<file path="src/rtl/seq_bin2bcd.sv">
// Sequential binary-to-BCD converter (shift-and-add-3), one input bit per clock.
// Start/done handshake, saturating overflow and a significant-digit count for autoranging.
module seq_bin2bcd #(
  parameter int unsigned BIN_W  = 32,
  parameter int unsigned DIGITS = 10,
  parameter int unsigned CNT_W  = $clog2(BIN_W + 1),
  parameter int unsigned SIG_W  = $clog2(DIGITS + 1)
) (
  input  logic                  sys_clk,
  input  logic                  rst,
  input  logic                  start,
  input  logic [BIN_W-1:0]      bin,
  output logic                  busy,
  output logic                  done,
  output logic [4*DIGITS-1:0]   bcd,
  output logic                  overflow,
  output logic [SIG_W-1:0]      sig_digits
);

  localparam int unsigned AccW = 4 * DIGITS;

  typedef enum logic [1:0] {StIdle, StShift, StFinish} state_e;

  state_e             state_q;
  logic [BIN_W-1:0]   sh_q, sh_d;
  logic [AccW-1:0]    acc_q, acc_d, acc_corr;
  logic               ovf_q, ovf_d;
  logic [CNT_W-1:0]   cnt_q;
  logic               busy_q, done_q, overflow_q;
  logic [AccW-1:0]    bcd_q, bcd_fin;
  logic [SIG_W-1:0]   sig_q, sig_d, sig_fin;

  // Datapath for one shift step; the final-step values feed the output registers directly.
  always_comb begin
    acc_corr = acc_q;
    for (int i = 0; i < int'(DIGITS); i++) begin
      if (acc_q[4*i +: 4] >= 4'd5) begin
        acc_corr[4*i +: 4] = acc_q[4*i +: 4] + 4'd3;
      end
    end
    acc_d = {acc_corr[AccW-2:0], sh_q[BIN_W-1]};
    sh_d  = {sh_q[BIN_W-2:0], 1'b0};
    ovf_d = ovf_q | acc_corr[AccW-1];

    sig_d = SIG_W'(1);
    for (int i = 0; i < int'(DIGITS); i++) begin
      if (acc_d[4*i +: 4] != 4'd0) begin
        sig_d = SIG_W'(i + 1);
      end
    end

    if (ovf_d) begin
      bcd_fin = {DIGITS{4'h9}};
      sig_fin = SIG_W'(DIGITS);
    end else begin
      bcd_fin = acc_d;
      sig_fin = sig_d;
    end
  end

  always_ff @(posedge sys_clk or posedge rst) begin
    if (rst) begin
      state_q    <= StIdle;
      sh_q       <= '0;
      acc_q      <= '0;
      ovf_q      <= 1'b0;
      cnt_q      <= '0;
      busy_q     <= 1'b0;
      done_q     <= 1'b0;
      bcd_q      <= '0;
      overflow_q <= 1'b0;
      sig_q      <= SIG_W'(1);
    end else begin
      unique case (state_q)
        StIdle: begin
          done_q <= 1'b0;
          if (start) begin
            sh_q    <= bin;
            acc_q   <= '0;
            ovf_q   <= 1'b0;
            cnt_q   <= CNT_W'(BIN_W);
            busy_q  <= 1'b1;
            state_q <= StShift;
          end
        end
        StShift: begin
          sh_q  <= sh_d;
          acc_q <= acc_d;
          ovf_q <= ovf_d;
          cnt_q <= cnt_q - CNT_W'(1);
          // Outputs are registered on entry to FINISH so they are valid alongside done.
          if (cnt_q == CNT_W'(1)) begin
            state_q    <= StFinish;
            done_q     <= 1'b1;
            bcd_q      <= bcd_fin;
            overflow_q <= ovf_d;
            sig_q      <= sig_fin;
          end
        end
        StFinish: begin
          done_q  <= 1'b0;
          busy_q  <= 1'b0;
          state_q <= StIdle;
        end
        default: begin
          state_q <= StIdle;
          busy_q  <= 1'b0;
          done_q  <= 1'b0;
        end
      endcase
    end
  end

  assign busy       = busy_q;
  assign done       = done_q;
  assign bcd        = bcd_q;
  assign overflow   = overflow_q;
  assign sig_digits = sig_q;

endmodule

</file>
<file path="config.mk">
export PLATFORM = sky130hd
export DESIGN_NAME = seq_bin2bcd
export DESIGN_NICKNAME = d
export VERILOG_FILES = /design/src/rtl/seq_bin2bcd.sv
export SDC_FILE = /design/constraint.sdc
export NUM_CORES = 1
export LEC_CHECK = 0
export BUFFER_PORTS_ARGS = -buffer_cell sky130_fd_sc_hd__buf_2
export CELL_PAD_IN_SITES_DETAIL_PLACEMENT = 2
export CELL_PAD_IN_SITES_GLOBAL_PLACEMENT = 2
export CORE_MARGIN = 1
export CORE_UTILIZATION = 33
export CTS_CLUSTER_DIAMETER = 40
export DETAILED_ROUTE_END_ITERATION = 8
export HOLD_SLACK_MARGIN = 0.03
export PLACE_DENSITY_LB_ADDON = 0.1
export SYNTH_ARGS = -nofsm -noshare
export SYNTH_HDL_FRONTEND = slang
export SYNTH_SLANG_ARGS = --single-unit
</file>
<file path="constraint.sdc">
create_clock -name sys_clk -period 4.4 [get_ports sys_clk]
set_clock_uncertainty 0.15 [all_clocks]
set_input_delay 0.88 -clock sys_clk [delete_from_list [all_inputs] [get_ports sys_clk]]
set_output_delay 0.88 -clock sys_clk [all_outputs]
set_load 0.01 [all_outputs]
</file>
==> run_results.csv <==
group,metric,value,unit
routing,drc_errors,0,
routing,wl_met3,419,um
global_routing,grt_antenna_before_repair,0,
clock_tree,cts_buffer_depth,2,
floorplanning,initial_core_util,0.3372,
floorplanning,ios,82,
synthesis,yosys-top-cells-area,"dfrtp_1 50%, o21ai_0 8.0%, a21oi_1 5.0%",
synthesis,yosysTopAreaCellShare,0.5022,
synthesis,synth_top_area_cell,"dfrtp_1",
clock_tree,ctsResizeCount,0,
timing,period_minus_slack,3.092,ns
routing,drt-total-wl,19140,um
clock_tree,cts_made_buffers,17,
floorplanning,fp.dieArea,0.01973,mm^2
synthesis,syn-cell-area,0.006329,mm^2
worst_setup_path,rr_startpoint,"state_q[0]",
clock_tree,cts.sinks,128,
timing,slew_headroom,0.3200,
clock_tree,cts-root-buf,"clkbuf_16",
worst_setup_path,critPathKind,"reg -> reg",
placed_design,io_buffers,81,
synthesis,synth.avg_cell_area,9.618,um^2
global_routing,grt_max_degree,97,
worst_setup_path,reg2reg_to,"bcd[35]",
global_routing,grt_pass1_vias,6052,
worst_setup_path,reg2reg_slack,1.31,ns
synthesis,synth_top_family_by_area,"compound AO/OA/AOI/OAI gates",
synthesis,synth_warnings,0,
routing,dr.max_layer_used,"met4",
synthesis,synth_ff_type,"dfrtp_1",
synthesis,synth-edff-count,0,
placed_design,place.gp.congestion,0.7277,
clock_tree,clkLatencyLatePin,0.42,ns
synthesis,synthAdderAreaFrac,0.04350,
hold_path,hp-class,"reg -> reg",
synthesis,synth_cells,658,
status,status,"finished clean",
timing,setup_tns,0,ns
power_and_ir_drop,power_density,799.6,mW/mm^2
global_routing,overflow,0,
finish,diodes,0,
timing,fin_crit_sh,0.7026,
timing,rsz0062_at_grt,"no",
clock_tree,ctsHtreeMaxLevel,4,
finish,nNetsFinal,787,
worst_setup_path,cp_data_required_time,4.59,ns
routing,vias_per_cell,5.427,
timing,finalHoldViolCount,0,
clock_tree,post_cts_buffers,0,
synthesis,ys_ff_latch,128,
floorplanning,fp.coreArea,0.01877,mm^2
floorplanning,die_x,140.5,um
finish,area_growth_syn_to_layout,20.64,%
routing,first_pass_iters,4,
synthesis,synth_xor_area_frac,0.01522,
worst_setup_path,startpoint,"state_q[0]",
worst_setup_path,crit_end,"bcd[35]",
placed_design,pre_cts_slack,1.231,ns
clock_tree,hold_buffers,0,
finish,drive_gt1_frac,0.1884,
routing,wl_met1,8707,um
synthesis,yosysUniqueCellTypes,49,
routing,routedWlPerCell,19.59,um
synthesis,yosysSeqAreaShare,0.5063,
routing,vias,5302,
finish,final_common_cell,"dfrtp_1",
routing,ant_nets,0,
global_routing,grt_pass1_wl,32350,um
finish,final_cell_mix,"127 x dfrtp_1, 101 x o21ai_0, 81 x buf_2",
clock_tree,cts_tree,"built",
synthesis,synthesis.nets,715,
finish,final_util,0.4068,
timing,whs,0.3387,ns
worst_setup_path,critPathMaxFanout,42,
routing,met2WireLength,9821,um
worst_setup_path,arrival,3.28,ns
timing,timing.fmax,323.5,MHz
timing,worstMarginPinSlew,1.019,ns
power_and_ir_drop,ir_drop,0.0002867,V
synthesis,synthArstFlopShare,1.000,
global_routing,grt_use_total,0.2094,
clock_tree,clkTransAtPathRegs,0.06,ns
synthesis,synth_compound_area_frac,0.2238,
power_and_ir_drop,p_leak,0.003422,uW
timing,setup_viol,0,
routing,drt_iter0_drc,173,
job,drv_cap,0,
floorplanning,die_y,140.5,um
worst_setup_path,r2r_cells,6,
timing,fin_ws,1.308,ns
floorplanning,fp-row-count,50,
worst_setup_path,cp-end-kind,"flop",
placed_design,hpwl,12480,um
timing,drv_slew,0,
worst_setup_path,worstSetupStartpointType,"flop",
synthesis,yosys.area_share.simple,0.1597,
synthesis,synth.mux.area_fraction,0.01522,
[flip-flops by register name, summed over array words and instances (netlist names)]
register / cells
acc_q: 40
bcd: 40
busy: 1
cnt_q: 6
done: 1
overflow: 1
ovf_q: 1
sh_q: 32
sig_digits: 4
state_q: 2
[where the power goes]
part / internal (uW) / switching [uW] / leakage [uW]
Sequential: 1690 / 459 / 0.00162
Clock: 1010 / 533 / 0.000316
Combinational: 976 / 1440 / 0.00149
[stage by stage]
stage                     total power [uW]  instance area (um^2)  std cells
final                                 6105                  7635        977
after detailed placement              4597                  6994        945
after global routing                  6578                  7635        977
after CTS                             6203                  7635        977
after floorplan                       3687                  6332        658
after global placement                4419                  6994        945
[layout make-up]
type | count | area [um^2]
multi-input cells | 469 | 2909
clock inverters | 10 | 156.4
fillers | 2048 | 11130
well taps | 234 | 292.8
flip-flops and latches | 128 | 3204
repair buffers | 89 | 490.5
clock buffers | 22 | 484.2
inverters | 25 | 97.59
[worst min path at each step]
| stage | start | end | slack, ns | cells after the start |
|---|---|---|---|---|
| floorplan | sh_q[25] | sh_q[25] | 0.30 | 2 |
| global placement | bcd[37] | bcd[37] | 0.32 | 2 |
| detailed placement | sh_q[29] | sh_q[29] | 0.33 | 2 |
| CTS | bcd[38] | bcd[38] | 0.35 | 2 |
| global route | bcd[22] | bcd[22] | 0.37 | 2 |
| finish | bcd[33] | bcd[33] | 0.34 | 2 |
[cell usage after synthesis, types with 6 or more instances]
cell type and instances:
dfrtp_1 127, o21ai_0 101, a21oi_1 63, nand2_1 59, clkbuf_1 33, nor2_1 30
nor2b_1 28, a22oi_1 26, inv_1 25, ha_1 22, a22o_1 21, nand2b_1 14
nor3b_1 13, xnor2_1 11, nor3_1 10, a31oi_1 6, and3b_1 6, nand3_1 6
[critical path, stage by stage, from the launching register on]
cell,delay (ns)
dfrtp_1,0.35
buf_4,0.37
nor2b_2,0.27
nand3_2,0.55
inv_1,1.01
nor2_1,0.10
a31oi_1,0.19
[routing by layer]
| metal | global-route usage | vias up |
|---|---|---|
| li1 | - | 2478 |
| met1 | 0.2557 | 2740 |
| met2 | 0.3776 | 69 |
| met3 | 0.03658 | 15 |
| met4 | 0.05892 | 0 |
| met5 | 0 | - |
[cells by family (layout without fill, tap and decap cells)]
kind of cell,Yosys count,count (layout)
DFF,128,128
buffers and inverters,61,146
AOI/OAI and AO/OA,237,237
and+or+nand+nor,190,190
muxes,9,9
xor gates and xnor gates,11,11
adders and majority gates,22,22
(Power assumes the default switching activity.)
